<file path="src/rtl/mem_arbiter_pkg.sv">
// rtl/mem_arbiter_pkg.sv - funct3 codes, owner encodings and response tag for mem_arbiter
// Ports: none (package)
package mem_arbiter_pkg;

    localparam logic [2:0] F3_B  = 3'b000;
    localparam logic [2:0] F3_H  = 3'b001;
    localparam logic [2:0] F3_W  = 3'b010;
    localparam logic [2:0] F3_BU = 3'b100;
    localparam logic [2:0] F3_HU = 3'b101;

    localparam logic OWN_IF = 1'b0;
    localparam logic OWN_D  = 1'b1;

    // Everything the response cycle needs to know about the grant one cycle earlier.
    typedef struct packed {
        logic       valid;
        logic       owner;
        logic [2:0] funct3;
        logic [1:0] off;
        logic       we;
        logic       err;
    } resp_tag_t;

    // Byte-lane write enables for a legal store; illegal codes enable nothing.
    function automatic logic [3:0] store_be(input logic [2:0] f3, input logic [1:0] off);
        case (f3)
            F3_B:    return 4'b0001 << off;
            F3_H:    return off[1] ? 4'b1100 : 4'b0011;
            F3_W:    return 4'b1111;
            default: return 4'b0000;
        endcase
    endfunction

    // Fetches are always word accesses; halves need addr[0] clear, words addr[1:0] clear.
    function automatic logic is_misaligned(input logic owner, input logic [2:0] f3,
                                           input logic [1:0] off);
        if (owner == OWN_IF) return off != 2'b00;
        case (f3)
            F3_H, F3_HU: return off[0];
            F3_W:        return off != 2'b00;
            default:     return 1'b0;
        endcase
    endfunction

endpackage

</file>
<file path="src/rtl/mem_lane_align.sv">
// rtl/mem_lane_align.sv - combinational sub-word lane placement (store) and extraction/extension (load)
// Ports:
//   store    in   1 = replicate store data into lanes, 0 = extract load data
//   funct3   in   RISC-V access size/sign code
//   off      in   byte offset addr[1:0] (load direction only)
//   data_in  in   LSB-aligned store data, or raw RAM word
//   data_out out  lane-placed store data, or extended load value (0 on error)
//   err      out  funct3 not legal for the selected direction
module mem_lane_align
    import mem_arbiter_pkg::*;
(
    input  logic        store,
    input  logic [2:0]  funct3,
    input  logic [1:0]  off,
    input  logic [31:0] data_in,
    output logic [31:0] data_out,
    output logic        err
);

    logic [7:0]  sel_byte;
    logic [15:0] sel_half;

    always_comb begin
        case (off)
            2'd0:    sel_byte = data_in[7:0];
            2'd1:    sel_byte = data_in[15:8];
            2'd2:    sel_byte = data_in[23:16];
            default: sel_byte = data_in[31:24];
        endcase
        sel_half = off[1] ? data_in[31:16] : data_in[15:0];

        data_out = '0;
        err      = 1'b0;
        if (store) begin
            // Stores replicate the value into every lane; the byte enables pick the real target.
            case (funct3)
                F3_B:    data_out = {4{data_in[7:0]}};
                F3_H:    data_out = {2{data_in[15:0]}};
                F3_W:    data_out = data_in;
                default: err = 1'b1;
            endcase
        end else begin
            case (funct3)
                F3_B:    data_out = {{24{sel_byte[7]}}, sel_byte};
                F3_BU:   data_out = {24'd0, sel_byte};
                F3_H:    data_out = {{16{sel_half[15]}}, sel_half};
                F3_HU:   data_out = {16'd0, sel_half};
                F3_W:    data_out = data_in;
                default: err = 1'b1;
            endcase
        end
    end

endmodule

</file>
<file path="src/rtl/mem_arbiter.sv">
// rtl/mem_arbiter.sv - two-requester (fetch / load-store) arbiter for one port of a byte-enabled data RAM
// Optional feature macro: MEM_ARB_MISALIGN_CHK_EN (misaligned accesses granted without writing, flagged in response)
// Ports:
//   clk, rst                      clock, synchronous active-high reset
//   if_req_valid/ready/addr       fetch request handshake and byte address
//   if_resp_valid/data            fetch response, one cycle after grant
//   d_req_valid/ready/we/funct3/addr/wdata   load/store request
//   d_resp_valid/data/err         load data or store acknowledge, one cycle after grant
//   ram_addr/we/wdata             RAM address, byte-lane enables, lane-placed data
//   ram_rdata                     RAM read data, one cycle after ram_addr
module mem_arbiter
    import mem_arbiter_pkg::*;
#(
    parameter int MAX_IF_WAIT = 4
) (
    input  logic        clk,
    input  logic        rst,
    input  logic        if_req_valid,
    output logic        if_req_ready,
    input  logic [31:0] if_req_addr,
    output logic        if_resp_valid,
    output logic [31:0] if_resp_data,
    input  logic        d_req_valid,
    output logic        d_req_ready,
    input  logic        d_req_we,
    input  logic [2:0]  d_req_funct3,
    input  logic [31:0] d_req_addr,
    input  logic [31:0] d_req_wdata,
    output logic        d_resp_valid,
    output logic [31:0] d_resp_data,
    output logic        d_resp_err,
    output logic [31:0] ram_addr,
    output logic [3:0]  ram_we,
    output logic [31:0] ram_wdata,
    input  logic [31:0] ram_rdata
);

    localparam logic [3:0] MAX_WAIT = 4'(MAX_IF_WAIT);

    logic [3:0]  if_wait_cnt;
    logic        if_gnt;
    logic        d_gnt;
    logic        mis_g;
    logic [31:0] ram_addr_q;
    resp_tag_t   tag_d;
    resp_tag_t   tag_q;
    logic [31:0] st_data;
    logic        st_err;
    logic [31:0] ld_data;
    logic        ld_err;
    logic        d_err_full;

    // D wins contention until IF has been refused MAX_IF_WAIT cycles in a row.
    always_comb begin
        if_gnt = 1'b0;
        d_gnt  = 1'b0;
        if (!rst) begin
            if (if_req_valid && d_req_valid) begin
                if (if_wait_cnt == MAX_WAIT) if_gnt = 1'b1;
                else                         d_gnt  = 1'b1;
            end else begin
                if_gnt = if_req_valid;
                d_gnt  = d_req_valid;
            end
        end
    end

    assign if_req_ready = if_gnt;
    assign d_req_ready  = d_gnt;

    always_comb begin
`ifdef MEM_ARB_MISALIGN_CHK_EN
        if (if_gnt)     mis_g = is_misaligned(OWN_IF, F3_W, if_req_addr[1:0]);
        else if (d_gnt) mis_g = is_misaligned(OWN_D, d_req_funct3, d_req_addr[1:0]);
        else            mis_g = 1'b0;
`else
        mis_g = 1'b0;
`endif
    end

    mem_lane_align u_store_align (
        .store    (1'b1),
        .funct3   (d_req_funct3),
        .off      (d_req_addr[1:0]),
        .data_in  (d_req_wdata),
        .data_out (st_data),
        .err      (st_err)
    );

    // ram_addr holds its last value when nothing is granted so the RAM read port stays quiet.
    always_comb begin
        ram_addr  = ram_addr_q;
        ram_we    = 4'b0000;
        ram_wdata = 32'd0;
        if (if_gnt) begin
            ram_addr = if_req_addr;
        end else if (d_gnt) begin
            ram_addr = d_req_addr;
            if (d_req_we) begin
                ram_wdata = st_data;
                if (!st_err && !mis_g) ram_we = store_be(d_req_funct3, d_req_addr[1:0]);
            end
        end
    end

    always_comb begin
        tag_d = '0;
        if (if_gnt) begin
            tag_d.valid  = 1'b1;
            tag_d.owner  = OWN_IF;
            tag_d.funct3 = F3_W;
            tag_d.off    = if_req_addr[1:0];
            tag_d.err    = mis_g;
        end else if (d_gnt) begin
            tag_d.valid  = 1'b1;
            tag_d.owner  = OWN_D;
            tag_d.funct3 = d_req_funct3;
            tag_d.off    = d_req_addr[1:0];
            tag_d.we     = d_req_we;
            tag_d.err    = mis_g | (d_req_we & st_err);
        end
    end

    always_ff @(posedge clk) begin
        if (rst) begin
            if_wait_cnt <= 4'd0;
            tag_q       <= '0;
            ram_addr_q  <= 32'd0;
        end else begin
            tag_q      <= tag_d;
            ram_addr_q <= ram_addr;
            if (if_req_valid && !if_gnt) begin
                if (if_wait_cnt != MAX_WAIT) if_wait_cnt <= if_wait_cnt + 4'd1;
            end else begin
                if_wait_cnt <= 4'd0;
            end
        end
    end

    mem_lane_align u_load_align (
        .store    (1'b0),
        .funct3   (tag_q.funct3),
        .off      (tag_q.off),
        .data_in  (ram_rdata),
        .data_out (ld_data),
        .err      (ld_err)
    );

    // Gating with rst drops a response that is in flight when reset arrives.
    assign if_resp_valid = !rst && tag_q.valid && (tag_q.owner == OWN_IF);
    assign d_resp_valid  = !rst && tag_q.valid && (tag_q.owner == OWN_D);
    assign d_err_full    = tag_q.err | (!tag_q.we & ld_err);

    assign if_resp_data = (if_resp_valid && !tag_q.err) ? ram_rdata : 32'd0;
    assign d_resp_err   = d_resp_valid & d_err_full;
    assign d_resp_data  = (d_resp_valid && !tag_q.we && !d_err_full) ? ld_data : 32'd0;

endmodule
</file>
<file path="config.mk">
export PLATFORM = sky130hd
export DESIGN_NAME = mem_arbiter
export DESIGN_NICKNAME = d
export VERILOG_FILES = /design/src/rtl/mem_arbiter_pkg.sv /design/src/rtl/mem_lane_align.sv /design/src/rtl/mem_arbiter.sv
export SDC_FILE = /design/constraint.sdc
export NUM_CORES = 1
export LEC_CHECK = 0
export BUFFER_PORTS_ARGS = -buffer_cell sky130_fd_sc_hd__buf_2
export CELL_PAD_IN_SITES_DETAIL_PLACEMENT = 0
export CELL_PAD_IN_SITES_GLOBAL_PLACEMENT = 2
export CORE_ASPECT_RATIO = 1.5
export CORE_MARGIN = 2
export CORE_UTILIZATION = 21
export DETAILED_ROUTE_END_ITERATION = 7
export PLACE_DENSITY = 0.82
export SYNTH_ARGS = -nofsm -noshare
export SYNTH_HDL_FRONTEND = slang
export SYNTH_SLANG_ARGS = --single-unit
</file>
<file path="constraint.sdc">
create_clock -name clk -period 2.3 [get_ports clk]
set_input_delay 0.46 -clock clk [delete_from_list [all_inputs] [get_ports clk]]
set_output_delay 0.46 -clock clk [all_outputs]
set_load 0.05 [all_outputs]
</file>
# Yosys cells after proc, flatten, opt, wreduce, memory -nomap -nowiden

Index checks and enable logic that the tools add are counted.

Bitwise logic cells: 7
Add/subtract/negate cells: 1
Shifts and indexed selects: 1
Reduce and logical (&&, ||, !) cells: 21
Equal/unequal tests: 10
Muxes and demuxes: 27

Operators by type and width:

| operator                                                           | number |
|---|---|
| 32-bit 2-to-1 mux                                                  | 7 |
| 32-bit one-hot mux with 5 select lines                             | 1 |
| 32-bit one-hot mux with 3 select lines                             | 1 |
| 8-bit one-hot mux with 3 select lines                              | 1 |
| 4-bit 2-to-1 mux                                                   | 5 |
| 16-bit 2-to-1 mux                                                  | 1 |
| 4-bit one-hot mux with 3 select lines                              | 1 |
| 9-bit 2-to-1 mux                                                   | 1 |
| 1-bit logical AND                                                  | 8 |
| 1-bit 2-to-1 mux                                                   | 8 |
| 7-bit 2-to-1 mux                                                   | 1 |
| 3-bit by 1-bit == test with 1-bit output (second input constant)   | 2 |
| 3-bit by 2-bit == test with 1-bit output (second input constant)   | 2 |
| 3-bit == test (second input constant)                              | 2 |
| 3-bit logical NOT                                                  | 2 |
| 3-bit OR reduction                                                 | 2 |
| 1-bit logical NOT                                                  | 5 |
| 5-bit OR reduction                                                 | 1 |
| 4-bit by 1-bit adder with 4-bit output (second input constant)     | 1 |
| 4-bit by 3-bit == test with 1-bit output (second input constant)   | 1 |
| 4-bit by 3-bit != test with 1-bit output (second input constant)   | 1 |
| 2-bit OR reduction                                                 | 2 |
| 1-bit by 2-bit << shifter with 4-bit output (first input constant) | 1 |
| 1-bit bitwise AND                                                  | 3 |
| other kinds (5)                                                    | 7 |

Flip-flop bits (word level): 45
Input bits: 136

# Logic depth before layout (Yosys ltp)

Depth in word-level cells: 8
Depth in mapped cells: 7
Depth with buffers taken out: 5

# Hierarchy

From an unflattened synthesis, not the netlist that was laid out.

Cell total of the unflattened synthesis: 756
Area total of the unflattened synthesis: 5776.8 um^2

By module, submodules not included:

| module         | seq. area each (um^2) | cells each | area an instance (um^2) | times used |
|---|---|---|---|---|
| mem_arbiter    | 900.9                 | 390        | 2991.6                  | 1 |
| mem_lane_align | 0.0                   | 183        | 1392.6                  | 2 |

# Worst setup path after synthesis

No wires, ideal clock.

Kind: reg2out
From: reg if_wait_cnt[0]
To: out ram_addr[1]
Data arrival time: 2764 ps
Setup slack: -924 ps
Data required time: 1840 ps
Cell stages (with the launch flop): 6
Cell sequence: dfxtp_1 > inv_1 > ha_1 > nand3b_1 > and2_1 > o311ai_0

Cells in the longest elaborated chain, start to end: 6
Elaborated cells on any way between the ends: 9
Those cells by class: eq/ne: 1; mux: 8

RTL lines:

| item                                       | line               | text |
|---|---|---|
| start, declared                            | mem_arbiter.sv:40  | `logic [3:0] if_wait_cnt;` |
| start signal, assigned                     | mem_arbiter.sv:133 | `if (if_wait_cnt != MAX_WAIT) if_wait_cnt <= if_wait_cnt + 4'd1;` |
| 4-bit by 3-bit == test with 1-bit output * | mem_arbiter.sv:59  | `if (if_wait_cnt == MAX_WAIT) if_gnt = 1'b1;` |
| 1-bit 2-to-1 mux                           | mem_arbiter.sv:59  |  |
| 1-bit 2-to-1 mux                           | mem_arbiter.sv:58  | `if (if_req_valid && d_req_valid) begin` |
| 1-bit 2-to-1 mux                           | mem_arbiter.sv:57  | `if (!rst) begin` |
| 32-bit 2-to-1 mux                          | mem_arbiter.sv:97  | `end else if (d_gnt) begin` |
| 32-bit 2-to-1 mux *                        | mem_arbiter.sv:95  | `if (if_gnt) begin` |
| end, declared                              | mem_arbiter.sv:32  | `output logic [31:0] ram_addr,` |

Every way passes the cells marked *; elsewhere a longest branch is shown, timed or not.

# Worst setup path after layout

From: reg tag_q[3] (netlist name)
To: out d_resp_data[24]

Cells in the longest elaborated chain, start to end: 4
Elaborated cells on any way between the ends: 7
Those cells by class: eq/ne: 2; mux: 4; reduce/logical: 1

RTL lines:

| item                                     | line                 | text |
|---|---|---|
| start, declared                          | mem_arbiter.sv:46    | `resp_tag_t tag_q;` |
| start signal, assigned                   | mem_arbiter.sv:130   | `tag_q <= tag_d;` |
| 2-bit == test (tied with other cells)    | mem_lane_align.sv:24 | `case (off)` |
| 8-bit one-hot mux with 3 select lines    | mem_lane_align.sv:24 |  |
| 32-bit one-hot mux with 5 select lines * | mem_lane_align.sv:43 | `case (funct3)` |
| 32-bit 2-to-1 mux *                      | mem_arbiter.sv:156   | `assign d_resp_data = (d_resp_valid && !tag_q.we && !d_err_full) ? ld_data : 32'd0;` |
| end, declared                            | mem_arbiter.sv:30    | `output logic [31:0] d_resp_data,` |

Marks and branches as above.

==> results.md <==
* Run status: finished with violations
* Violated checks: setup timing
* Max-slew violation count at 0
* Die Y at around 170 um
* Crit path arrival time at roughly 1900 ps
* Required time at the endpoint of the critical path at ~1800 ps
* Initial Util at roughly a fifth
* Maximum fanout count along the critical path at 8
* Gate count after technology mapping at 524
* Critical Path Sink Type: output pin
* Final worst path period need at 2370 ps
* Min-delay src: if_req_addr[0]
* Most used flip-flop cell after synthesis: dfxtp_1
* Die outline area at between 0.015 and 0.02 sq mm
* Post-synthesis net count at 662
* Crit Reg-Reg Startpoint: if_wait_cnt[0]
* Vias in the first global route at about 5k
* Kind of critical path: reg2out
* Total global-route track usage at about 18%
* CTS H-tree depth at 2
* Hold Slack at 397 ps
* Switching part of the total at between 40% and 50%
* Detail Placement HPWL at between 10000 and 15000 um
* Total number of vias at ~5.2k
* Final weighted congestion of routability-driven global placement at 0.822
* Worst max-slew margin expressed relative to the limit at about three quarters
* Worst slew pin tran at 354 ps
* Maximum buffer depth of the clock tree at 2
* Yosys cell types at 44
* Internal portion of total power at ~0.0018 W
* Final wirelength at between 15000 and 20000 um
* Area growth from synthesis to layout at 99.5%
* Number of standard-cell rows in the floorplan at 61
* Yosys synthesis warning count at 0
* Final setup violation count at 18
* Wire length of the first global-routing pass at roughly 28000 um
* Area share of the largest cell type after synthesis at approximately 23%
* Final routed DRC violation total at 0
* Number of antenna violations at the first check in global routing at 4
* Number of synthesized flops with an enable pin at 0
* Asr flop ratio synth at 0%
* Top cells by count, synth: nand2_1 (82), a21oi_1 (68), dfxtp_1 (45), and2_1 (43), clkbuf_1 (39)
* Number of iterations in the first detailed-routing pass at 4
* Post-synthesis sequential element count at 45
* Worst min-delay path class: in2reg
* Clk network pwr share at about a quarter
* Clock-pin slew reported for the worst setup and hold paths after clock tree synthesis at roughly 70 ps
* Initial drt markers at 240
* Gate power share at 46.9%
* Launch point of the worst path: tag_q[3]
* Cell type contributing the most total cell area after synthesis: dfxtp_1
* Fraction of power consumed by sequential logic at between 20% and 30%
* Clock tree from TritonCTS: done
* Root buffer cell: clkbuf_16
* Antenna-violating nets left at 0
* Cell types occupying the most area after synthesis: dfxtp_1 (23%), a21oi_1 (8.7%), nand2_1 (7.9%)
* Most repeated cell in the gate-level netlist after synthesis: nand2_1
* Total number of clock tree sinks at 45
* Die outline width at approximately 120 um
* Worst Clk Skew at about 4.7 ps
* Hold Vio Cnt, Final at 0
* Share of cells above drive strength 1 at about 63%
* Boundary pin count at 273
* Largest net degree at the start of global routing at 33
* Congestion Overflow GR at 0
* Kind of launch point of the worst setup path: flop
* Filler Cell Count at 1860
* Leakage power at about 3.4 nW
* Net Sw Power at between 0.001 and 0.0015 W
* Reported max-cap violation count at 0
* Pwr/cell area at 379 mW/mm^2
* Number of nets in the layout at between 900 and 1k
* Port-buffer cells at roughly 270
* Via density at 4.87
* Number of clock buffers inserted by TritonCTS at 5
* Total design power at roughly 0.003 W
* Final core utilization at 42.4%
* Fraction of the yosys area taken by sequential cells at approximately 23%
* Combined area of all synthesized cells at a little under 0.004 sq mm
* Core Region at ~0.018 sq mm
* Worst ir drop on vdd at approximately 0.33 mV
* Clock insertion delay at the later pin of the skew report at between 200 and 300 ps
* Unrepaired setup endpoints after global routing: yes
* Slack of the critical path at -71.5 ps
* Routed length per instance at between 15 and 20 um
* Synthesized area per cell at 7.47 sq um
* Achievable Freq at roughly 420 MHz
* Period utilisation layout at 103%
worst paths after layout:
check / to / slack, ps / cells after the start
worst max-delay path: d_resp_data[24] / -70 / 5
worst min-delay path: tag_q[2] / 400 / 2
worst max register to register: ram_addr_q[28] / 800 / 8
worst min register to register: if_wait_cnt[0] / 520 / 2
worst max-delay path, cell delays in order (launching register included):
cell and delay (ps):
dfxtp_4 360, mux2i_2 160, or4b_4 590, buf_16 190, a31oi_4 140, buf_6 180
repair_timing:
action,4_1_cts,5_1_grt
setup endpoints to repair,101,94
endpoints found under the hold margin,0,0
hold buffers,0,0
resized for setup,181,126
pin swaps,7,68
buffers inserted,9,5
gates cloned,4,2
stage by stage:
step                area (sq um)  std cells  setup TNS, ps  setup slack (ps)
floorplan                   4480        524          -2020              -208
global placement            6420       1037              0              18.9
detailed placement          6420       1037              0              22.7
CTS                         7290       1056           -776             -61.8
global route                7810       1063          -3070              -113
finish                      7810       1063          -1040             -71.5
cell type report:
class / count / area (sq um) / area share (%)
sequential: 45 / 908 / 11.6
tap: 252 / 315 / 4.04
multi-input combinational: 390 / 3610 / 46.3
timing repair buffer: 328 / 2680 / 34.3
inverter: 39 / 146 / 1.88
clock inverter: 2 / 16.3 / 0.208
clock buffer: 5 / 125 / 1.60
antenna: 2 / 5.00 / 0.0641
layout by cell type, fill, tap and decap left out, types with 22 or more instances in the layout:
| cell | n |
|---|---|
| buf_2 | 171 |
| buf_6 | 80 |
| nand2_1 | 76 |
| buf_4 | 45 |
| dfxtp_1 | 41 |
| inv_1 | 36 |
| a21oi_1 | 35 |
| a211o_1 | 32 |
| and2_2 | 30 |
| a21oi_4 | 27 |
| a32oi_2 | 25 |
| mux2_2 | 22 |
layer usage:
metal / GRT usage, % / share of wire (%) / up-vias
li1: - / - / 2475
met1: 20.2 / 38 / 2452
met2: 32.6 / 52 / 217
met3: 4.09 / 7.5 / 34
met4: 5.55 / 3.1 / 2
met5: 0 / 0.069 / -
flip-flops by register name, summed over array words and instances, names as in the netlist:
name         flops
if_wait_cnt      4
ram_addr_q      32
tag_q            9
power groups by stage:
| stage | sequential, W | combinational, W | clock (W) |
|---|---|---|---|
| 6_report | 0.000846 | 0.00139 | 0.000724 |
| 5_1_grt | 0.000851 | 0.00146 | 0.000787 |
| 2_1_floorplan | 0.000853 | 0.000778 | 0 |
| 4_1_cts | 0.000842 | 0.00131 | 0.000757 |
| 3_3_place_gp | 0.000857 | 0.00117 | 0 |
| 3_5_place_dp | 0.000858 | 0.00117 | 0 |
cell families after synthesis:
family	after synthesis	synth area share (%)
AO/OA/AOI/OAI	182	33.5
XOR/XNOR	1	0.224
adder cells (fa/ha/maj)	2	0.639
buffers and inverters	89	9.02
flip-flops	45	23.0
multiplexers	33	11.7
AND/OR/NAND/NOR	172	21.8
No activity file was read; power rests on OpenSTA's default activity.
